<file path="config.mk">
export PLATFORM = sky130hd
export DESIGN_NAME = button_debounce_flat
export DESIGN_NICKNAME = d
export VERILOG_FILES = /design/src/rtl/button_debounce_if.sv /design/src/rtl/button_debounce.sv /design/src/flat_wrapper.sv
export SDC_FILE = /design/constraint.sdc
export NUM_CORES = 1
export LEC_CHECK = 0
export CORE_MARGIN = 3
export CORE_UTILIZATION = 55
export CTS_CLUSTER_DIAMETER = 80
export DETAILED_ROUTE_END_ITERATION = 10
export PLACE_DENSITY = 0.75
export SETUP_SLACK_MARGIN = 0.05
export SYNTH_ARGS = -nofsm -noshare
export SYNTH_HDL_FRONTEND = slang
export SYNTH_SLANG_ARGS = --single-unit
</file>
<file path="constraint.sdc">
create_clock -name iclk -period 2 [get_ports iclk]
set_input_delay 0.2 -clock iclk [delete_from_list [all_inputs] [get_ports iclk]]
set_output_delay 0.2 -clock iclk [all_outputs]
set_load 0.03 [all_outputs]
</file>
<file path="src/rtl/button_debounce_if.sv">
// rtl/button_debounce_if.sv - raw button input, glitch clear and debounced outputs
interface button_debounce_if;
  logic       ibutton_raw;
  logic       iclr_glitch;
  logic       obutton;
  logic       obusy;
  logic [7:0] o_glitch_cnt;

  modport master (
    output ibutton_raw,
    output iclr_glitch,
    input  obutton,
    input  obusy,
    input  o_glitch_cnt
  );

  modport slave (
    input  ibutton_raw,
    input  iclr_glitch,
    output obutton,
    output obusy,
    output o_glitch_cnt
  );
endinterface

</file>
<file path="src/rtl/button_debounce.sv">
// rtl/button_debounce.sv - synchronizing button debouncer with glitch counter
module button_debounce #(
  parameter int unsigned DEBOUNCE_CYC = 50000,
  parameter bit          ACTIVE_LOW   = 1'b1
) (
  input logic               iclk,
  input logic               irst,
  button_debounce_if.slave  bus
);

  localparam logic        INACTIVE_RAW = ACTIVE_LOW;
  localparam logic [15:0] CNT_LAST     = 16'(DEBOUNCE_CYC - 1);

  typedef enum logic [1:0] {
    IDLE,
    PRESS_WAIT,
    PRESSED,
    RELEASE_WAIT
  } state_e;

  state_e      state_q, state_d;
  logic [15:0] cnt_q, cnt_d;
  logic [1:0]  sync_q;
  logic [7:0]  glitch_q, glitch_d;
  logic        obutton_q, obusy_q;
  logic        abort;
  logic        s;

  // Reset loads the idle raw level so leaving reset never looks like a press.
  always_ff @(posedge iclk) begin
    if (irst) begin
      sync_q <= {2{INACTIVE_RAW}};
    end else begin
      sync_q <= {sync_q[0], bus.ibutton_raw};
    end
  end

  assign s = sync_q[1] ^ ACTIVE_LOW;

  always_comb begin
    state_d = state_q;
    cnt_d   = cnt_q;
    abort   = 1'b0;
    unique case (state_q)
      IDLE: begin
        if (s) begin
          state_d = PRESS_WAIT;
          cnt_d   = '0;
        end
      end
      PRESS_WAIT: begin
        if (!s) begin
          state_d = IDLE;
          abort   = 1'b1;
        end else if (cnt_q == CNT_LAST) begin
          state_d = PRESSED;
        end else begin
          cnt_d = cnt_q + 16'd1;
        end
      end
      PRESSED: begin
        if (!s) begin
          state_d = RELEASE_WAIT;
          cnt_d   = '0;
        end
      end
      RELEASE_WAIT: begin
        if (s) begin
          state_d = PRESSED;
          abort   = 1'b1;
        end else if (cnt_q == CNT_LAST) begin
          state_d = IDLE;
        end else begin
          cnt_d = cnt_q + 16'd1;
        end
      end
      default: state_d = IDLE;
    endcase
  end

  // A clear in the same cycle as an abort wins; the count saturates at 255.
  always_comb begin
    glitch_d = glitch_q;
    if (bus.iclr_glitch) begin
      glitch_d = '0;
    end else if (abort && (glitch_q != 8'hFF)) begin
      glitch_d = glitch_q + 8'd1;
    end
  end

  always_ff @(posedge iclk) begin
    if (irst) begin
      state_q   <= IDLE;
      cnt_q     <= '0;
      glitch_q  <= '0;
      obutton_q <= 1'b0;
      obusy_q   <= 1'b0;
    end else begin
      state_q   <= state_d;
      cnt_q     <= cnt_d;
      glitch_q  <= glitch_d;
      obutton_q <= (state_q == PRESSED) || (state_q == RELEASE_WAIT);
      obusy_q   <= (state_q == PRESS_WAIT) || (state_q == RELEASE_WAIT);
    end
  end

  assign bus.obutton      = obutton_q;
  assign bus.obusy        = obusy_q;
  assign bus.o_glitch_cnt = glitch_q;

endmodule

</file>
<file path="src/flat_wrapper.sv">
// flat-port wrapper written by rule: the top's interface ports become plain ports
module button_debounce_flat 
#(
  parameter int unsigned DEBOUNCE_CYC = 50000,
  parameter bit          ACTIVE_LOW   = 1'b1
)
  (iclk, irst, bus_ibutton_raw, bus_iclr_glitch, bus_obutton, bus_obusy, bus_o_glitch_cnt);
  button_debounce_if bus_i ();
  input logic iclk;
  input logic irst;
  input wire logic [$bits(bus_i.ibutton_raw)-1:0] bus_ibutton_raw;
  input wire logic [$bits(bus_i.iclr_glitch)-1:0] bus_iclr_glitch;
  output wire logic [$bits(bus_i.obutton)-1:0] bus_obutton;
  output wire logic [$bits(bus_i.obusy)-1:0] bus_obusy;
  output wire logic [$bits(bus_i.o_glitch_cnt)-1:0] bus_o_glitch_cnt;
  assign bus_i.ibutton_raw = bus_ibutton_raw;
  assign bus_i.iclr_glitch = bus_iclr_glitch;
  assign bus_obutton = bus_i.obutton;
  assign bus_obusy = bus_i.obusy;
  assign bus_o_glitch_cnt = bus_i.o_glitch_cnt;
  button_debounce #(.DEBOUNCE_CYC(DEBOUNCE_CYC), .ACTIVE_LOW(ACTIVE_LOW)) u_core (.iclk(iclk), .irst(irst), .bus(bus_i));
endmodule
</file>
Word level (Yosys, flattened, before mapping). Cells that the tools add are included.

Bits of input ports: 4. Output and inout port bits: 10. Flip-flop bits (word level): 30. Word-level logic and storage cells: 42.

Reduce and logical (&&, ||, !) cells: 7. Mux-type cells: 16. Add/subtract/negate cells: 2. Equality and inequality tests: 11.

Operators by type and width (number): $mux W16 (5); $pmux W16 S4 (1); $add A16 B1 Y16 const B (1); $eq A16 B16 Y1 const B (1); $mux W2 (6); $add A8 B1 Y8 const B (1); $ne A8 B8 Y1 const B (1); $pmux W2 S4 (1); $reduce_and A4 Y1 (2); $eq A2 B2 Y1 const B (2); $ne A2 B1 Y1 const B (2); $ne A2 B2 Y1 const B (2); $ne A3 B1 Y1 const B (1); $ne A3 B3 Y1 const B (1); $eq A2 B1 Y1 const B (1); $logic_not A2 Y1 (1); $logic_or A1 B1 Y1 (2); $mux W1 (2); $pmux W1 S2 (1); $reduce_or A2 Y1 (1); $logic_and A1 B1 Y1 (1).

Logic depth before layout (Yosys ltp). Gate-level depths: netlist of the first run.

Depth in word-level cells: 4. Gate-level depth with buffers: 5. Gate-level depth less buffers: 5.

Least setup slack after synthesis of the first run. OpenSTA, ideal clock, no wires.

Kind: register to register. From: register u_core.cnt_q[4]. To: register u_core.state_q[0]. Setup time: 0.116 ns. Buffers on the path: 0. Stages on the path, launching flop included: 5. Slack: 0.205 ns. Arrival time: 1.679 ns. Required time: 1.884 ns. Cells stage by stage: dfxtp_1 > or4b_4 > nor4_4 > a21oi_2 > and2_2.

Longest elaborated chain between the ends: 3. Elaborated cells between the ends (all ways): 4.

Ends and longest elaborated chain: from (decl) (RTL line button_debounce.sv:22) `logic [15:0] cnt_q, cnt_d;`; from (signal assigned) (RTL line button_debounce.sv:100) `cnt_q <= cnt_d;`; $eq A16 B16 Y1 * (RTL line button_debounce.sv:55, button_debounce.sv:71); $ne A3 B3 Y1 (no line) / $ne A3 B1 Y1 (equally long branches); $reduce_and A4 Y1 (no line) *; to (signal assigned) (RTL line button_debounce.sv:99) `state_q <= state_d;`; to (decl) (RTL line button_debounce.sv:21) `state_e state_q, state_d;`.

Every way passes the cells marked *; elsewhere a longest branch is shown, timed or not. A chain may end at the register's enable or synchronous reset.

Final worst setup path of the first run.
From: register u_core.cnt_q[1]. To: register u_core.cnt_q[14].

Longest elaborated chain between the ends: 4. Elaborated cells between the ends (all ways): 6.

Ends and longest elaborated chain: $add A16 B1 Y16 / $eq A16 B16 Y1 (equally long branches); $mux W16 * (RTL line button_debounce.sv:55, button_debounce.sv:71); $mux W16, on equally long branches (RTL line button_debounce.sv:68, button_debounce.sv:52); $pmux W16 S4 * (RTL line button_debounce.sv:44) `unique case (state_q)`.

Every way passes the cells marked *; elsewhere a longest branch is shown, timed or not. The select of a mux whose other input is x is not followed.

==> impl_metrics.env, run 1 <==
export IMPL_leakagePower_nw=0.543
export IMPL_cts_inserted_buffers=5
export IMPL_fin_area_sq_um=1690
export IMPL_slew_headroom_pct=73.2
export IMPL_synth_top_cell_area_share_pct=42.0
export IMPL_dp_slack_ps=159
export IMPL_areaGrowthSynthToFinish_pct=18.1
export IMPL_ys_top_cells_by_area="dfxtp_1 42%, a21oi_1 3.9%, o31ai_1 3.7%"
export IMPL_synth_edff_count=0
export IMPL_rr_startpoint="u_core.cnt_q[1]"
export IMPL_synth_compound_area_share_pct=19.8
export IMPL_dpl_cell_area_sq_um=1630
export IMPL_cp_arrival_ps=2130
export IMPL_synthArstFlopShare_pct=0
export IMPL_clkTransAtPathRegs_ps=90
export IMPL_diodes=0
export IMPL_ir_drop_mv=0.645
export IMPL_grtUsageTotal_pct=20.3
export IMPL_slowest_delay_ps=500
export IMPL_status="finished clean"
export IMPL_clk_latency_ps=330
export IMPL_netlist_area_sq_um=1430
export IMPL_design_core_area_sq_um=2340
export IMPL_chipHeight_microns=57.0
export IMPL_synth_warnings=0
export IMPL_clock_skew_ps=8.38
export IMPL_required_ps=2270
export IMPL_first_global_vias=1193
export IMPL_finalHoldViolCount=0
export IMPL_synthCells=161
export IMPL_critPathLaunchType="flip-flop"
export IMPL_ant_nets=0
export IMPL_overflow=0
export IMPL_finalSetupTns_ps=0
export IMPL_layout_min_cycle_time_ps=1860
export IMPL_yosys_most_used_dff="dfxtp_1"
export IMPL_vias=1271
export IMPL_startpoint="u_core.cnt_q[1]"
export IMPL_hp_start="u_core.sync_q[0]"
export IMPL_drv_cap=0
export IMPL_cts_tree="yes"
export IMPL_pwr_density_cell_nw_per_um2=608
export IMPL_synth_top_cell_by_area="dfxtp_1"
export IMPL_endpoint="u_core.cnt_q[14]"
export IMPL_cts_hold_fix_buffers=0
export IMPL_layout_setup_ws_ps=142
export IMPL_port_buffers=13
export IMPL_synthesis_nets=167
export IMPL_row_count=17
export IMPL_drt_iter0_drc=78
export IMPL_wirelength_microns=3020
export IMPL_worst_slew_pin_slew_ps=401
export IMPL_die_area_sq_um=3250
export IMPL_crit_buf_inv=0
export IMPL_crit_slowest_cell="or4_1"
export IMPL_synthSimpleGateAreaFrac_pct=26.5
export IMPL_synth_area_mux_share_pct=3.59
export IMPL_htreeDepth=2
export IMPL_initial_core_util_pct=61.1
export IMPL_routedWlPerCell_microns=14.2
export IMPL_path_depth=5
export IMPL_avgViaCountPerCell=6.00
export IMPL_die_w_microns=57.0
export IMPL_antenna_found_initial=0
export IMPL_dp_hpwl_microns=2200
export IMPL_num_io_pins=14
export IMPL_r2r_slack_ps=140
export IMPL_ys_seq_area_share_pct=42.0
export IMPL_drc=0
export IMPL_worstRegToRegCells=5
export IMPL_hold_depth=1
export IMPL_path_delay_family="simple AND/OR/NAND/NOR gates"
export IMPL_synth_distinct_cells=42
export IMPL_dr_pass1_iters=4
export IMPL_nNetsFinal=189
export IMPL_fill_cells=189
export IMPL_critPathKind="flip-flop to flip-flop"
export IMPL_synth_xor_area_share_pct=3.06
export IMPL_final_layout_size_suffix_gt1_share_pct=15.2
export IMPL_path_cells="ha_1 > nand3_1 > or2_2 > or4_1 > a21oi_1"
export IMPL_cts_sink_count=30
export IMPL_synth_top_family_by_area="simple AND/OR/NAND/NOR gates"
export IMPL_power_total_mw=1.03
export IMPL_rsz0062_at_grt="false"
export IMPL_layout_cells_most_common="dfxtp_1"
export IMPL_ys_ff_latch=30
export IMPL_grt_max_degree=13
export IMPL_r2r_end="u_core.cnt_q[14]"
export IMPL_min_path_type="flip-flop to flip-flop"
export IMPL_post_synth_cell_area_avg_sq_um=8.87
export IMPL_synthAdderAreaFrac_pct=1.75
export IMPL_cp_max_fo=4
export IMPL_grt_pass1_wl_microns=5200
export IMPL_clockRootBuffer="clkbuf_4"
export IMPL_gp_congestion=0.810
export IMPL_clock_path_buffers=2
export IMPL_slew_viol_final=0
export IMPL_max_freq_mhz=538
export IMPL_layout_common_cells="29 x dfxtp_1, 13 x nand2_1, 13 x clkdlybuf4s50_1"
export IMPL_crit_path_end_kind="flip-flop"
export IMPL_finalSetupViolations=0
export IMPL_fin_crit_sh_pct=92.9
[metrics by stage]
stage / instances / utilization [%] / hold WS, ps
floorplan: 161 / - / 272
global placement: 204 / 69.5 / 397
detailed placement: 204 / 69.5 / 397
CTS: 212 / 72.1 / 427
global route: 212 / 72.1 / 449
finish: 212 / 72.1 / 426
[cell usage after synthesis (all sizes together) (4+ instances only)]
master and number:
a21oi 12, dfxtp 30, inv 7, mux2i 4, nand2 13, nand3 8
nand4 4, nor2 7, nor3 4, o21a 5, o21ai 8, o31ai 7
or2 6, or3 6, or4 8
[power by group]
part / total, mW / switching, mW / internal (mW)
logic: 0.0451 / 0.0246 / 0.0205
clock network: 0.374 / 0.204 / 0.170
registers: 0.606 / 0.00452 / 0.601
[worst min-delay path by stage]
| stage | to | slack [ps] |
|---|---|---|
| global placement | u_core.sync_q[1] | 400 |
| CTS | u_core.sync_q[1] | 430 |
| detailed placement | u_core.sync_q[1] | 400 |
| global route | u_core.sync_q[0] | 450 |
| finish | u_core.sync_q[1] | 430 |
| floorplan | u_core.bus.obutton | 270 |
[registers in the layout (all words and copies together), names as in the netlist, named ones only]
register	count
u_core.state_q	1
u_core.cnt_q	16
u_core.bus.obusy	1
u_core.bus.o_glitch_cnt	8
u_core.sync_q	2
u_core.bus.obutton	1
[repair_timing]
item / in CTS / in global routing
resized for setup: 0 / 1
setup buffers: 0 / 0
setup endpoints to repair: 0 / 1
endpoints found under the hold margin: 0 / 0
[per-layer routing]
metal | up-vias | GRT usage [%] | wire [microns]
met4 | 0 | 6.95 | 29
met5 | - | 0 | 0
met3 | 3 | 7.47 | 147
met1 | 584 | 26.0 | 1510
li1 | 651 | - | -
met2 | 33 | 31.5 | 1330
[worst reg2reg max path, stage by stage (launching register included)]
cell     delay, ps
dfxtp_1        390
ha_1           220
nand3_1        150
or2_2          370
or4_1          500
a21oi_1        160
[logic make-up (layout without fill, tap and decap cells)]
kind of cell / after synthesis / after routing
mux: 5 / 5
flops: 30 / 30
simple gates: 65 / 65
buf+inv: 12 / 35
compound gates: 42 / 42
xor+xnor: 5 / 5
fa+ha+maj: 2 / 2
[cell type report]
cell class	count	area [sq um]	area share, %
clock inverters	1	5.00	0.297
inverters	7	26.3	1.56
multi-input cells	119	782	46.3
repair buffers	20	183	10.8
clock buffers	7	55.1	3.26
flip-flops and latches	30	602	35.7
well taps	28	35.0	2.08
Note: power is estimated with default switching activity, not from simulation.
==> inputs of run 2 (changes only) <==
--- a/config.mk
+++ b/config.mk
@@ -5,6 +5,7 @@
 export SDC_FILE = /design/constraint.sdc
 export NUM_CORES = 1
 export LEC_CHECK = 0
+export CAP_MARGIN = 15
 export CORE_MARGIN = 3
 export CORE_UTILIZATION = 55
 export CTS_CLUSTER_DIAMETER = 80
==> results of run 2 <==
Final layout, timing and power as in run 1 (identical DEF).
